--- config.mk ---
export PLATFORM = sky130hd
export DESIGN_NAME = alu_design
export DESIGN_NICKNAME = d
export VERILOG_FILES = /design/src/rtl/alu_design_pkg.sv /design/src/rtl/alu_design_mul.sv /design/src/rtl/alu_design.sv
export SDC_FILE = /design/constraint.sdc
export NUM_CORES = 1
export LEC_CHECK = 0
export CORE_MARGIN = 2
export CORE_UTILIZATION = 35
export DETAILED_ROUTE_END_ITERATION = 12
export MAX_ROUTING_LAYER = met4
export PLACE_DENSITY = 0.51
export SLEW_MARGIN = 5
export SYNTH_ARGS = -nofsm -noshare
export SYNTH_HDL_FRONTEND = slang
export SYNTH_SLANG_ARGS = --single-unit
--- constraint.sdc ---
create_clock -name clk -period 3.7 [get_ports clk]
set_input_delay 0.37 -clock clk [delete_from_list [all_inputs] [get_ports clk]]
set_output_delay 0.37 -clock clk [all_outputs]
set_load 0.01 [all_outputs]
--- src/rtl/alu_design_pkg.sv ---
// Shared definitions for the registered ALU: data width, command encodings,
// operand-valid encodings, the flag bundle and the operand-requirement decode.
package alu_design_pkg;

   localparam int DATA_WIDTH = 8;

   typedef enum logic [3:0] {
      A_ADD     = 4'd0,
      A_SUB     = 4'd1,
      A_ADD_CIN = 4'd2,
      A_SUB_CIN = 4'd3,
      A_INC_A   = 4'd4,
      A_DEC_A   = 4'd5,
      A_INC_B   = 4'd6,
      A_DEC_B   = 4'd7,
      A_CMP     = 4'd8,
      A_MUL_INC = 4'd9,
      A_MUL_SHL = 4'd10,
      A_SADD    = 4'd11,
      A_SSUB    = 4'd12
   } arith_cmd_e;

   typedef enum logic [3:0] {
      L_AND    = 4'd0,
      L_NAND   = 4'd1,
      L_OR     = 4'd2,
      L_NOR    = 4'd3,
      L_XOR    = 4'd4,
      L_XNOR   = 4'd5,
      L_NOT_A  = 4'd6,
      L_NOT_B  = 4'd7,
      L_SHR1_A = 4'd8,
      L_SHL1_A = 4'd9,
      L_SHR1_B = 4'd10,
      L_SHL1_B = 4'd11,
      L_ROL    = 4'd12,
      L_ROR    = 4'd13
   } logic_cmd_e;

   localparam logic [3:0] ARITH_LAST = 4'd12;
   localparam logic [3:0] LOGIC_LAST = 4'd13;

   localparam logic [1:0] IV_NONE = 2'b00;
   localparam logic [1:0] IV_A    = 2'b01;
   localparam logic [1:0] IV_B    = 2'b10;
   localparam logic [1:0] IV_AB   = 2'b11;

   typedef struct packed {
      logic cout;
      logic oflow;
      logic g;
      logic e;
      logic l;
      logic err;
   } alu_flags_t;

   // Which operands a command consumes; anything not single-operand needs both.
   function automatic logic [1:0] operand_need(input logic mode, input logic [3:0] cmd);
      logic [1:0] need;
      need = IV_AB;
      if (mode) begin
         if (cmd == A_INC_A || cmd == A_DEC_A)
            need = IV_A;
         else if (cmd == A_INC_B || cmd == A_DEC_B)
            need = IV_B;
      end else begin
         if (cmd == L_NOT_A || cmd == L_SHR1_A || cmd == L_SHL1_A)
            need = IV_A;
         else if (cmd == L_NOT_B || cmd == L_SHR1_B || cmd == L_SHL1_B)
            need = IV_B;
      end
      return need;
   endfunction

endpackage

--- src/rtl/alu_design_mul.sv ---
// Second pipeline register: holds a computed result/flag bundle one extra cycle
// (multiplies, and any op queued behind one so ordering is preserved).
module alu_mul_stage
   import alu_design_pkg::*;
#(
   parameter int W = DATA_WIDTH
) (
   input  logic           clk,
   input  logic           rst,
   input  logic           ce,
   input  logic           load,
   input  logic [2*W-1:0] res_in,
   input  alu_flags_t     flg_in,
   output logic [2*W-1:0] res_out,
   output alu_flags_t     flg_out,
   output logic           valid
);

   logic [2*W-1:0] res_reg;
   alu_flags_t     flg_reg;
   logic           valid_reg;

   always_ff @(posedge clk or posedge rst) begin
      if (rst) begin
         res_reg   <= '0;
         flg_reg   <= '0;
         valid_reg <= 1'b0;
      end else if (ce) begin
         valid_reg <= load;
         if (load) begin
            res_reg <= res_in;
            flg_reg <= flg_in;
         end
      end
   end

   assign res_out = res_reg;
   assign flg_out = flg_reg;
   assign valid   = valid_reg;

endmodule

--- src/rtl/alu_design.sv ---
// Registered arithmetic/logic unit: combinational decode/compute feeding an
// output register, with multiplies taking one extra cycle through alu_mul_stage.
module alu_design
   import alu_design_pkg::*;
#(
   parameter int W = DATA_WIDTH
) (
   input  logic           clk,
   input  logic           rst,
   input  logic           ce,
   input  logic           mode,
   input  logic           Cin,
   input  logic [W-1:0]   opa,
   input  logic [W-1:0]   opb,
   input  logic [1:0]     inp_valid,
   input  logic [3:0]     cmd,
   output logic [2*W-1:0] result,
   output logic           Cout,
   output logic           oflow,
   output logic           G,
   output logic           E,
   output logic           L,
   output logic           Err
);

   localparam int AW = $clog2(W);
   localparam logic [W:0]     ONE_X  = {{W{1'b0}}, 1'b1};
   localparam logic [2*W-1:0] ONE_2W = {{(2*W-1){1'b0}}, 1'b1};

   logic [W:0]        a_ext, b_ext, cin_ext, arith_w;
   logic signed [W:0] sa, sb, sres;
   logic [2*W-1:0]    a_wide, b_wide, rot_wide;
   logic [W-1:0]      logic_res;
   logic [AW-1:0]     rot_amt;
   logic [1:0]        need;
   logic              bad_cmd, bad_rot, missing;

   logic [2*W-1:0]    res_next;
   alu_flags_t        flg_next;
   logic              is_mul;

   logic [2*W-1:0]    result_reg;
   alu_flags_t        flg_reg;
   logic [2*W-1:0]    pipe_res;
   alu_flags_t        pipe_flg;
   logic              pipe_valid;

   assign a_ext   = {1'b0, opa};
   assign b_ext   = {1'b0, opb};
   assign cin_ext = {{W{1'b0}}, Cin};
   assign sa      = {opa[W-1], opa};
   assign sb      = {opb[W-1], opb};
   assign a_wide  = {{W{1'b0}}, opa};
   assign b_wide  = {{W{1'b0}}, opb};
   assign rot_amt = opb[AW-1:0];

   always_comb begin
      res_next  = '0;
      flg_next  = '0;
      is_mul    = 1'b0;
      arith_w   = '0;
      sres      = '0;
      logic_res = '0;
      rot_wide  = '0;

      need    = operand_need(mode, cmd);
      missing = (inp_valid & need) != need;
      bad_cmd = mode ? (cmd > ARITH_LAST) : (cmd > LOGIC_LAST);
      bad_rot = !mode && (cmd == L_ROL || cmd == L_ROR) && ((opb >> AW) != '0);

      if (missing || bad_cmd || bad_rot) begin
         flg_next.err = 1'b1;
      end else if (mode) begin
         case (cmd)
            A_ADD: begin
               arith_w       = a_ext + b_ext;
               flg_next.cout = arith_w[W];
            end
            A_SUB: begin
               arith_w        = a_ext - b_ext;
               flg_next.oflow = opa < opb;
            end
            A_ADD_CIN: begin
               arith_w       = a_ext + b_ext + cin_ext;
               flg_next.cout = arith_w[W];
            end
            A_SUB_CIN: begin
               arith_w        = a_ext - b_ext - cin_ext;
               flg_next.oflow = a_ext < (b_ext + cin_ext);
            end
            A_INC_A: arith_w = a_ext + ONE_X;
            A_DEC_A: arith_w = a_ext - ONE_X;
            A_INC_B: arith_w = b_ext + ONE_X;
            A_DEC_B: arith_w = b_ext - ONE_X;
            A_CMP: begin
               flg_next.g = opa > opb;
               flg_next.e = opa == opb;
               flg_next.l = opa < opb;
            end
            A_MUL_INC: begin
               res_next = (a_wide + ONE_2W) * (b_wide + ONE_2W);
               is_mul   = 1'b1;
            end
            A_MUL_SHL: begin
               res_next = (a_wide << 1) * b_wide;
               is_mul   = 1'b1;
            end
            A_SADD, A_SSUB: begin
               sres           = (cmd == A_SADD) ? (sa + sb) : (sa - sb);
               // The W+1-bit result is exact; it overflows W bits when its top two bits differ.
               flg_next.oflow = sres[W] ^ sres[W-1];
               flg_next.g     = $signed(opa) > $signed(opb);
               flg_next.e     = opa == opb;
               flg_next.l     = $signed(opa) < $signed(opb);
            end
            default: ;
         endcase
         if (cmd < A_CMP)
            res_next = {{(W-1){1'b0}}, arith_w};
         else if (cmd == A_SADD || cmd == A_SSUB)
            res_next = {{(W-1){sres[W]}}, sres};
      end else begin
         case (cmd)
            L_AND:    logic_res = opa & opb;
            L_NAND:   logic_res = ~(opa & opb);
            L_OR:     logic_res = opa | opb;
            L_NOR:    logic_res = ~(opa | opb);
            L_XOR:    logic_res = opa ^ opb;
            L_XNOR:   logic_res = ~(opa ^ opb);
            L_NOT_A:  logic_res = ~opa;
            L_NOT_B:  logic_res = ~opb;
            L_SHR1_A: logic_res = opa >> 1;
            L_SHL1_A: logic_res = opa << 1;
            L_SHR1_B: logic_res = opb >> 1;
            L_SHL1_B: logic_res = opb << 1;
            // Rotates shift a doubled copy so the wrapped bits fall into the kept half.
            L_ROL: begin
               rot_wide  = {opa, opa} << rot_amt;
               logic_res = rot_wide[2*W-1:W];
            end
            L_ROR: begin
               rot_wide  = {opa, opa} >> rot_amt;
               logic_res = rot_wide[W-1:0];
            end
            default: ;
         endcase
         res_next = {{W{1'b0}}, logic_res};
      end
   end

   // Once something occupies the second stage, later ops queue behind it to keep order.
   alu_mul_stage #(.W(W)) u_mul_stage (
      .clk     (clk),
      .rst     (rst),
      .ce      (ce),
      .load    (pipe_valid | is_mul),
      .res_in  (res_next),
      .flg_in  (flg_next),
      .res_out (pipe_res),
      .flg_out (pipe_flg),
      .valid   (pipe_valid)
   );

   always_ff @(posedge clk or posedge rst) begin
      if (rst) begin
         result_reg <= '0;
         flg_reg    <= '0;
      end else if (ce) begin
         if (pipe_valid) begin
            result_reg <= pipe_res;
            flg_reg    <= pipe_flg;
         end else if (is_mul) begin
            result_reg <= '0;
            flg_reg    <= '0;
         end else begin
            result_reg <= res_next;
            flg_reg    <= flg_next;
         end
      end
   end

   assign result = result_reg;
   assign Cout   = flg_reg.cout;
   assign oflow  = flg_reg.oflow;
   assign G      = flg_reg.g;
   assign E      = flg_reg.e;
   assign L      = flg_reg.l;
   assign Err    = flg_reg.err;

endmodule

# Yosys cells after proc, flatten, opt, wreduce, memory -nomap -nowiden
# Cells that the tools add are included.
# word_totals
register_bits	45
input_bits	27
out_inout_bits	22
wordCells	112
# op_classes
n_mul	2
n_bitwise	11
n_lt_le_gt_ge	8
n_eq_ne	15
n_mux	28
shift	2
n_addsub	13
reduce_logical	18
# ops
operator	n
$pmux W8 S14	1
$mux W16	6
$pmux W9 S8	1
$not A8 Y8	5
$add A8 B1 Y9 const B	4
$pmux W16 S2	1
$eq A4 B4 Y1 const B	6
$add A8 B8 Y9	2
$mux W9	2
$sub A8 B1 Y9 const B	2
$sub A8 B8 Y9	2
$eq A4 B3 Y1 const B	4
$gt A8 B8 Y1	2
$lt A8 B8 Y1	2
$mul A9 B9 Y16	1
$shl A16 B3 Y16	1
$shr A16 B3 Y8	1
$mul A8 B8 Y15	1
$mux W6	2
$logic_or A1 B1 Y1	10
$mux W5	2
$add A8 B1 Y9	1
$add A9 B1 Y9	1
$lt A8 B9 Y1	1
other kinds (24)	36

# Depth between registers and ports, before layout
# logic_depth
word_depth	13
mapped_depth	23
depth_no_buf	21

# By module
# Synthesis repeated with hierarchy kept, for this count alone.
# hier_totals
cells_unflattened	1389
area_unflattened_um2	11172.0
# by_module_without_submodules
mod	area_each_um2	instances	cells_each	seq_area_each_um2
alu_design	10236.1	1	1338	550.5
alu_mul_stage	935.9	1	51	575.6

# Least setup slack after synthesis
# Ideal clock, no wire load.
# synth_timing
path_type	input port to flip-flop
from	input opb[2]
to	register result_reg[12] (netlist: result[12])
n_path_buf	4
setup_ns	0.083
stages	22
t_required_ns	3.617
arrival_time_ns	5.636
path_slack_ns	-2.020
cell_sequence	buf_2 buf_1 buf_1 buf_1 xor2_1 nand2_1 fa_1 inv_1 fa_1 ha_1 inv_1 fa_1 inv_1 fa_1 a21o_1 a21o_1 a211oi_1 nor2_1 or3_1 nand4_1 o21ai_0 o21ai_0
# synth_between
elab_chain_cells	9
elab_cells_between_ends	14
classes_between	add/sub: 3; mul: 2; mux: 9
# synth_rtl
item	line	text
start: declaration	alu_design.sv:14	input logic [W-1:0] opb,
$add A8 B1 Y9, or another cell as far along	alu_design.sv:101	res_next = (a_wide + ONE_2W) * (b_wide + ONE_2W);
$mul A9 B9 Y16 or $mux W9 (tied branches)	alu_design.sv:101, alu_design.sv:109	
$pmux W16 S2 or $mux W9 (tied branches)	alu_design.sv:74	case (cmd)
$mux W16 *	alu_design.sv:120	else if (cmd == A_SADD || cmd == A_SSUB)
$mux W16 *	alu_design.sv:118	if (cmd < A_CMP)
$mux W16 *	alu_design.sv:73	end else if (mode) begin
$mux W16 *	alu_design.sv:71	if (missing || bad_cmd || bad_rot) begin
$mux W16 *	alu_design.sv:172	end else if (is_mul) begin
$mux W16 *	alu_design.sv:169	if (pipe_valid) begin
end signal: assignment	alu_design.sv:170	result_reg <= pipe_res;
end signal: assignment	alu_design.sv:176	result_reg <= res_next;
end: declaration	alu_design.sv:42	logic [2*W-1:0] result_reg;
# Mark *: on every way between the ends. The rest lies on a longest branch, timed or not.
# A chain may end at the register's enable or synchronous reset.

# Worst setup path after layout
# layout_timing
from	input opa[0]
to	register result_reg[10] (netlist: result[10])
# layout_between
elab_chain_cells	9
elab_cells_between_ends	14
classes_between	add/sub: 3; mul: 2; mux: 9
# layout_rtl
item	line	text
start: declaration	alu_design.sv:13	input logic [W-1:0] opa,
$add A8 B1 Y9, or another cell as far along	alu_design.sv:101	
$mul A9 B9 Y16 or $mux W9 (tied branches)	alu_design.sv:101, alu_design.sv:109	
$pmux W16 S2 or $mux W9 (tied branches)	alu_design.sv:74	
$mux W16 *	alu_design.sv:120	
$mux W16 *	alu_design.sv:118	
$mux W16 *	alu_design.sv:73	
$mux W16 *	alu_design.sv:71	
$mux W16 *	alu_design.sv:172	
$mux W16 *	alu_design.sv:169	
# Marked as above.

==> impl_metrics.py <==
metrics = {
    "logic_synthesis": {
        "yosys_warnings": 0,
        "synth_async_sr_flop_share_pct": 100.0,
        "synth.net_count": 1614,
        "synth_area_sq_um": 10820,
        "synth-edff-count": 0,
        "yosysUniqueCellTypes": 91,
        "synthFlopType": "dfrtp_1",
        "ys_ff_latch": 45,
        "synth_seq_area_share_pct": 10.40,
        "synthCells": 1395,
        "syn_area_per_cell_sq_um": 7.759,
    },
    "routing": {
        "wl_per_cell_um": 21.96,
        "final_antenna_net_count": 0,
        "dr.pass1.iters": 5,
        "drc_errors": 0,
        "vias": 11721,
        "vias_per_cell": 5.589,
        "wl_um": 46040,
        "drtIter0Drc": 791,
    },
    "run_status": {
        "status": "finished, violations left",
        "failed_checks": "setup timing",
    },
    "cts": {
        "cts_buffer_depth": 2,
        "htreeDepth": 2,
        "cts_buffers": 5,
        "clk_pin_slew_worst_paths_ns": 0.06,
        "root_buffer": "clkbuf_16",
        "postCtsHoldBufs": 0,
        "cts_tree": "yes",
        "clkLatencyLatePin_ns": 0.29,
        "cts.sinks": 45,
    },
    "timing": {
        "hold_violations": 0,
        "finalSetupViolCount": 24,
        "rsz0062_at_grt": "yes",
        "maxClockFrequency_mhz": 213.2,
        "relSlewSlack_pct": 34.60,
        "fin_crit_ns": 4.689,
        "fin_skew_ns": 0.002996,
        "post-route-period-util_pct": 126.7,
        "worstMarginPinSlew_ns": 0.9810,
        "fin_ws_ns": -0.9894,
        "final_max_slew_viol_count": 0,
    },
    "floorplan": {
        "start_util_pct": 35.48,
        "rows": 64,
        "dieHeight_um": 179.9,
        "die_area_sq_um": 32350,
        "fp.coreArea_sq_um": 30510,
        "io_pins": 49,
        "die_x_um": 179.9,
    },
    "setup_path": {
        "path_common_cell": "fa_1",
        "critPathArrivalTime_ns": 4.91,
        "slowest_delay_ns": 0.50,
        "worst-path-max-fanout": 4,
        "cp_cell_sequence": "buf_8 -> buf_6 -> clkinvlp_4 -> nor3_4 -> xnor2_2 -> buf_4 -> nand2_2 -> fa_1 -> inv_2 -> fa_1 -> ha_1 -> inv_1 -> fa_1 -> inv_2 -> fa_2 -> a21o_1 -> a21o_4 -> a211oi_4 -> nor2_4 -> o31ai_2 -> buf_4 -> a32oi_2 -> a21oi_1",
        "startpoint_type": "primary input",
        "required_ns": 3.92,
        "crit_path_end_kind": "register",
        "path_class": "in -> reg",
        "critPathSlowestCell": "fa_1",
    },
    "cells_and_area": {
        "post-route-util_pct": 49.96,
        "layout_commonest_cell": "buf_4",
        "most-common-layout-cells": "297 x buf_4, 153 x nor2_1, 126 x nand2_1",
        "area_growth_pct": 40.82,
        "antenna_cells": 0,
        "drive_gt1_share_pct": 32.45,
        "nets": 1919,
    },
    "job": {
        "maxCapViolCount": 0,
    },
    "grt": {
        "grt.overflow.total": 0,
        "antenna_found_initial": 0,
        "grt_pass1_wl_um": 71390,
        "groute.usage.overall_pct": 29.33,
        "grt_max_degree": 49,
        "grt_pass1_vias": 11967,
    },
    "power_and_ir_drop": {
        "p_leak_nw": 7.079,
        "power_density_nw_per_um2": 404.3,
        "vdd_ir_drop_max_v": 0.0005027,
        "power.total_mw": 6.162,
    },
    "placed_design": {
        "place_hpwl_um": 37560,
        "routabilityCongestion": 1.068,
        "portBuffers": 48,
    },
    "hold_path": {
        "hold_path.class": "reg -> reg",
    },
}
## layout make-up
class / count / area (sq um)
clock buffer: 6 / 128.9
clock inverter: 2 / 38.79
inverter: 163 / 631.9
sequential: 45 / 1126
tap: 396 / 495.5
timing repair buffer: 382 / 3229
multi-input combinational: 1103 / 9592
fill: 2950 / 15270
## routing by layer
| metal | wire (um) | track usage (%) | share of wire (%) |
|---|---|---|---|
| met2 | 21790 | 47.95 | 47 |
| met5 | 0 | - | 0 |
| met1 | 19860 | 37.91 | 43 |
| met4 | 2045 | 10.31 | 4.4 |
| met3 | 2350 | 2.877 | 5.1 |
## final timing paths
kind	startpoint	endpoint	slack [ns]	cells past startpoint
max	opa[0]	result[10]	-0.99	23
min	L	L	0.48	1
max reg2reg	u_mul_stage.valid	u_mul_stage.flg_out[3]	1.66	5
min reg2reg	L	L	0.48	1
max in group asynchronous	rst	E	2.46	2
min in group asynchronous	rst	u_mul_stage.res_out[9]	0.61	2
## power by group
group          total, mW  leakage (nW)  switching [mW]  internal [mW]
Combinational       5.07          6.40            2.64           2.43
Sequential         0.575         0.594          0.0285          0.546
Clock              0.518        0.0810           0.198          0.320
Total               6.16          7.08            2.87           3.29
## worst max-delay path: cells and delay by family
family                     cells  cell delay [ns]
buffers and inverters          8             0.76
AOI/OAI and AO/OA              6             1.15
adders and majority gates      5             2.08
and+or+nand+nor                3             0.39
xor gates and xnor gates       1             0.17
## timing repair
action,in CTS,in global routing
setup buffers,29,5
hold endpoints to repair,0,0
endpoints found under the setup margin,33,26
resized for setup,216,46
pin swaps,115,70
## metrics by stage
| step | setup slack (ns) | instances | hold slack [ns] | setup TNS (ns) | instance area (sq um) |
|---|---|---|---|---|---|
| 2_1_floorplan | -1.059 | 1395 | 0.4431 | -18.98 | 11100 |
| 3_5_place_dp | -1.925 | 2058 | 0.4679 | -47.78 | 14010 |
| 4_1_cts | -1.003 | 2094 | 0.4863 | -19.32 | 15040 |
| 3_3_place_gp | -1.911 | 2058 | 0.4595 | -46.98 | 14010 |
| 5_1_grt | -1.207 | 2097 | 0.5078 | -24.30 | 15240 |
| 6_report | -0.9894 | 2097 | 0.4812 | -19.96 | 15240 |
## cell usage after synthesis (7+ instances only)
library cell / instances / area share (%)
nor2_1: 160 / 5.5
inv_1: 150 / 5.2
nand2_1: 135 / 4.7
ha_1: 106 / 12
fa_1: 86 / 16
o21ai_0: 66 / 3.1
a21oi_1: 62 / 2.9
xnor2_1: 52 / 4.2
dfrtp_1: 45 / 10
clkbuf_1: 38 / 1.3
nor3_1: 34 / 1.6
buf_2: 32 / 1.5
mux2i_1: 25 / 2.3
nand3_1: 24 / 1.1
a211oi_1: 23 / 1.6
xor2_1: 20 / 1.6
a22oi_1: 15 / 1.0
a31oi_1: 15 / 0.87
o31ai_1: 15 / 1.0
a21o_1: 14 / 0.97
nand2b_1: 14 / 0.81
nor2b_1: 12 / 0.69
o221ai_1: 12 / 0.97
and3_1: 11 / 0.64
o211ai_1: 11 / 0.76
or2_2: 11 / 0.64
a221oi_1: 10 / 0.81
buf_1: 10 / 0.35
mux2_2: 10 / 1.0
nand4_1: 10 / 0.58
nor4_1: 8 / 0.46
o22ai_1: 8 / 0.46
a221o_1: 7 / 0.65
and2_1: 7 / 0.40
inv_2: 7 / 0.24
o2111ai_1: 7 / 0.57
o21ai_1: 7 / 0.32
## kinds of logic after synthesis
group	Yosys count	share of synthesized area, %
adders and majority gates	192	28.16
DFF	45	10.40
muxes	39	4.185
and+or+nand+nor	467	20.59
xor gates and xnor gates	78	6.890
buffers and inverters	247	9.109
AOI/OAI and AO/OA	327	20.67
Power figures use the tool's default switching activity.
